File: src/rtl/sipo_deserializer_pkg.sv
// Shared definitions for the serial-in/parallel-out deserializer.
//   state_t    : frame FSM encoding (IDLE = waiting for start, SHIFT = mid-frame)
//   DEF_WIDTH  : default word length in bits
package sipo_deserializer_pkg;

  typedef enum logic {
    IDLE  = 1'b0,
    SHIFT = 1'b1
  } state_t;

  localparam int DEF_WIDTH = 8;

endpackage

File: src/rtl/sipo_deserializer_shift_reg.sv
// Serial shift register for sipo_deserializer.
//   clk, rst  : clock, asynchronous active-high reset (contents -> 0)
//   enable    : shift bit_in into the register
//   load      : discard contents and load bit_in as the first bit of a frame
//   bit_in    : serial data bit
//   q         : current shift contents
// MSB_FIRST=1 shifts left and inserts at the LSB, so the first bit ends up in
// q[WIDTH-1] after WIDTH bits; MSB_FIRST=0 shifts right and inserts at the MSB.
module sipo_shift_reg #(
  parameter int WIDTH     = 8,
  parameter bit MSB_FIRST = 1'b1
) (
  input  logic             clk,
  input  logic             rst,
  input  logic             enable,
  input  logic             load,
  input  logic             bit_in,
  output logic [WIDTH-1:0] q
);

  logic [WIDTH-1:0] shifted;
  logic [WIDTH-1:0] first;

  generate
    if (MSB_FIRST) begin : g_msb
      assign shifted = {q[WIDTH-2:0], bit_in};
      assign first   = {{(WIDTH-1){1'b0}}, bit_in};
    end else begin : g_lsb
      assign shifted = {bit_in, q[WIDTH-1:1]};
      assign first   = {bit_in, {(WIDTH-1){1'b0}}};
    end
  endgenerate

  // load has priority: a resync start replaces whatever was partially shifted
  always_ff @(posedge clk or posedge rst) begin
    if (rst)         q <= '0;
    else if (load)   q <= first;
    else if (enable) q <= shifted;
  end

endmodule

File: src/rtl/sipo_deserializer.sv
// Serial-in/parallel-out deserializer with a double-buffered output word.
//   clk, rst    : clock, asynchronous active-high reset
//   bit_in      : serial data bit, sampled when bit_valid is high
//   bit_valid   : qualifies bit_in and start
//   start       : bit_in is bit 0 of a new frame
//   data_out    : last completed word
//   data_valid  : data_out holds an unconsumed word
//   data_ready  : consumer takes data_out when data_valid && data_ready
//   busy        : a frame is partially received
//   frame_err   : one-cycle pulse when start arrives mid-frame
//   overrun     : sticky, a completed word was dropped; cleared by clr_ovr
module sipo_deserializer
  import sipo_deserializer_pkg::*;
#(
  parameter int WIDTH     = DEF_WIDTH,
  parameter bit MSB_FIRST = 1'b1
) (
  input  logic             clk,
  input  logic             rst,
  input  logic             bit_in,
  input  logic             bit_valid,
  input  logic             start,
  output logic [WIDTH-1:0] data_out,
  output logic             data_valid,
  input  logic             data_ready,
  output logic             busy,
  output logic             frame_err,
  output logic             overrun,
  input  logic             clr_ovr
);

  localparam int CW = $clog2(WIDTH) + 1;
  localparam logic [CW-1:0] LAST = CW'(WIDTH - 1);

  state_t          state_q, state_d;
  logic [CW-1:0]   cnt_q, cnt_d;
  logic            sr_en, sr_load;
  logic            complete, resync;
  logic [WIDTH-1:0] sr_q;
  logic [WIDTH-1:0] word;

  sipo_shift_reg #(
    .WIDTH     (WIDTH),
    .MSB_FIRST (MSB_FIRST)
  ) u_sr (
    .clk    (clk),
    .rst    (rst),
    .enable (sr_en),
    .load   (sr_load),
    .bit_in (bit_in),
    .q      (sr_q)
  );

  // The completing bit is still on bit_in, so the finished word is the
  // register contents with that bit folded in; this lets data_out update on
  // the same edge that samples the last bit.
  generate
    if (MSB_FIRST) begin : g_word_msb
      assign word = {sr_q[WIDTH-2:0], bit_in};
    end else begin : g_word_lsb
      assign word = {bit_in, sr_q[WIDTH-1:1]};
    end
  endgenerate

  always_ff @(posedge clk or posedge rst) begin
    if (rst) begin
      state_q <= IDLE;
      cnt_q   <= '0;
    end else begin
      state_q <= state_d;
      cnt_q   <= cnt_d;
    end
  end

  always_comb begin
    state_d  = state_q;
    cnt_d    = cnt_q;
    sr_en    = 1'b0;
    sr_load  = 1'b0;
    complete = 1'b0;
    resync   = 1'b0;
    case (state_q)
      IDLE: begin
        // bits without start are ignored while idle
        if (bit_valid && start) begin
          sr_load = 1'b1;
          cnt_d   = CW'(1);
          state_d = SHIFT;
        end
      end
      SHIFT: begin
        if (bit_valid) begin
          if (start) begin
            // start outranks completion: a start on what would have been the
            // last bit restarts the frame and produces no word
            sr_load = 1'b1;
            cnt_d   = CW'(1);
            resync  = 1'b1;
          end else if (cnt_q == LAST) begin
            sr_en    = 1'b1;
            complete = 1'b1;
            cnt_d    = '0;
            state_d  = IDLE;
          end else begin
            sr_en = 1'b1;
            cnt_d = cnt_q + CW'(1);
          end
        end
      end
      default: state_d = IDLE;
    endcase
  end

  assign busy = (state_q == SHIFT);

  always_ff @(posedge clk or posedge rst) begin
    if (rst) frame_err <= 1'b0;
    else     frame_err <= resync;
  end

  // Output buffer: a new word may replace the pending one only if the
  // consumer takes the pending one on the same edge; otherwise the new word
  // is dropped and overrun records it.
  always_ff @(posedge clk or posedge rst) begin
    if (rst) begin
      data_out   <= '0;
      data_valid <= 1'b0;
    end else if (complete) begin
      if (!data_valid || data_ready) begin
        data_out   <= word;
        data_valid <= 1'b1;
      end
    end else if (data_valid && data_ready) begin
      data_valid <= 1'b0;
    end
  end

  // set beats clear when both happen on one edge
  always_ff @(posedge clk or posedge rst) begin
    if (rst)                                        overrun <= 1'b0;
    else if (complete && data_valid && !data_ready) overrun <= 1'b1;
    else if (clr_ovr)                               overrun <= 1'b0;
  end

endmodule

File: config.mk
export PLATFORM = sky130hd
export DESIGN_NAME = sipo_deserializer
export DESIGN_NICKNAME = d
export VERILOG_FILES = /design/src/rtl/sipo_deserializer_pkg.sv /design/src/rtl/sipo_deserializer_shift_reg.sv /design/src/rtl/sipo_deserializer.sv
export SDC_FILE = /design/constraint.sdc
export NUM_CORES = 1
export LEC_CHECK = 0
export ABC_AREA = 1
export CAP_MARGIN = 20
export CORE_ASPECT_RATIO = 0.8
export CORE_MARGIN = 2
export CORE_UTILIZATION = 51
export DETAILED_ROUTE_END_ITERATION = 16
export MAX_ROUTING_LAYER = met4
export PLACE_DENSITY = 0.8
export SETUP_SLACK_MARGIN = 0.5
export SLEW_MARGIN = 20
export SYNTH_ARGS = -nofsm -noshare
export SYNTH_HDL_FRONTEND = slang
export SYNTH_HIERARCHICAL = 1
export SYNTH_SLANG_ARGS = --single-unit
File: constraint.sdc
create_clock -name clk -period 1.3 [get_ports clk]
set_input_delay 0.39 -clock clk [delete_from_list [all_inputs] [get_ports clk]]
set_output_delay 0.39 -clock clk [all_outputs]
set_load 0.02 [all_outputs]
==> out/metrics.yaml <==
logic_synthesis:
  avgSynthCellArea_um2: 9.445
  ys_warn_count: 6
  synth_cells: 113
  synth.cell_area_um2: 1067
  syn_nets: 121
floorplan:
  placementRows: 14
  die_height_um: 44.92
  io_pins: 19
  die-area_um2: 2477
  initial_core_util: 0.5539
  die_w_um: 55.15
  core_area_um2: 1927
grt:
  grt_pass1_wl_um: 4319
  grt_usage: 0.2677
  grt_max_degree: 17
  grt_pass1_vias: 937
  antenna_found_initial: 0
  grt_overflow: 0
worst_setup_path:
  r2r-end: "data_out[0]"
  crit_slowest_cell: "dfrtp_1"
  reg2regPathDepth: 6
  crit_top_cell: "nand2_1"
  cp.arrival_ns: 1.51
  critPathMaxStageDelay_ns: 0.43
  crit_buf_inv: 0
  crit_start: "cnt_q[1]"
  r2r_start: "cnt_q[1]"
  end_kind: "flop"
  critPathTopFamily: "simple AND/OR/NAND/NOR gates"
  crit_required_ns: 1.52
  worstPathCellList: "ha_4 > nand2_4 > nor2_4 > nand3_4 > nand2_1 > nand2_1"
  reg2reg_slack_ns: 0.007
  start_kind: "flop"
  crit_fanout: 8
  crit_path_end: "data_out[0]"
  worstSetupPathType: "reg -> reg"
  cp_num_cells: 6
pwr:
  total_power_mw: 1.438
  p_leak_nw: 0.8568
  ir_drop_v: 0.0007483
  powerDensity_nw_per_um2: 867.0
sta:
  finalMaxSlewViolations: 0
  setup_ws_ns: 0.007072
  setup_violations: 0
  whs_ns: 0.3262
  setup_tns_ns: 0
  maxSlewHeadroom: 0.7981
  finalCriticalPeriod_ns: 1.293
  rsz0062_at_grt: "yes"
  finalCritPeriodShare: 0.9946
  clock_skew_ns: 0.001296
  worst_slew_pin_slew_ns: 0.3029
  fmax_ghz: 0.7734
  hold_viol_final: 0
placed_design:
  globalplace.congestion: 0.8279
  dp.final_hpwl_um: 1699
  post_dp_cell_area_um2: 1393
  dpl.cell_count: 166
  place_ws_ns: -0.3319
  portBuffers: 18
cells_and_area:
  finalNonFillerCells: 185
  final_util: 0.8610
  layout-drive-gt1-share: 0.5155
  syn2layout_area_growth_pct: 55.45
  final_cell_mix: "nand2_1, buf_4, buf_6"
  fillers: 86
  nets: 170
  multi_input_area_um2: 514.2
  register_area_um2: 589.3
  final_common_cell: "nand2_1"
  design_area_um2: 1659
  antennaDiodeCount: 0
routing:
  wl_per_cell_um: 16.16
  drc: 0
  via_per_inst: 5.335
  drt_first_iter_violations: 53
  first_pass_iters: 5
  drt-total-wl_um: 2990
  postRouteAntennaNets: 0
  vias: 987
run_status:
  status: "finished, final reports clean"
flow_run:
  drv_cap: 0
cts:
  cts_made_buffers: 3
  cts_tree: "yes"
  clkTransAtPathRegs_ns: 0.12
  htree_levels: 1
  cts_sinks: 23
  clkLatencyLatePin_ns: 0.31
  cts_buffer_depth: 2
  cts_root_buf: "clkbuf_4"
worst_hold_path:
  hp-class: "in -> async"
-- metal layers --
| metal | global-route usage | share of wire | vias to the layer above |
|---|---|---|---|
| li1 | - | - | 471 |
| met1 | 0.3181 | 0.42 | 464 |
| met2 | 0.4214 | 0.50 | 44 |
| met3 | 0.07947 | 0.064 | 8 |
| met4 | 0.1171 | 0.021 | 0 |
| met5 | - | 0 | - |
-- what timing repair did --
action	4_1_cts	5_1_grt
hold buffers	0	0
setup buffers	10	5
endpoints found under the setup margin	35	35
pin swaps	13	7
gates resized for setup	92	12
-- state kept, by name, indices dropped and copies added, names as in the netlist --
register	cells
data_out	8
u_sr/q	7
cnt_q	4
busy	1
data_valid	1
frame_err	1
overrun	1
-- how the worst min path moves through the flow --
stage	start	endpoint	slack, ns	depth (start not counted)
CTS	rst	u_sr/q[4]	0.33	2
global placement	data_out[2]	data_out[2]	0.46	2
floorplan	rst	u_sr/q[0]	0.19	1
finish	rst	u_sr/q[4]	0.33	2
global route	rst	u_sr/q[4]	0.35	2
detailed placement	data_out[0]	data_out[0]	0.46	2
-- area by class of cell --
type                       count  area share
sequential                    23      0.3552
multi-input combinational     78      0.3100
timing repair buffer          48      0.2828
inverter                       8     0.01810
tap                           24     0.01810
clock buffer                   4     0.01584
-- power breakdown --
group          total, mW  switching [mW]  internal [mW]
clock              0.336           0.216          0.120
combinational      0.318           0.156          0.161
sequential         0.785          0.0367          0.748
total               1.44           0.408           1.03
-- worst reg2reg max path, cell delays in order, from the launching register on --
cell     delay [ns]
dfrtp_1        0.43
ha_4           0.17
nand2_4        0.06
nor2_4         0.19
nand3_4        0.17
nand2_1        0.12
nand2_1        0.06
Power figures use the tool's default switching activity.
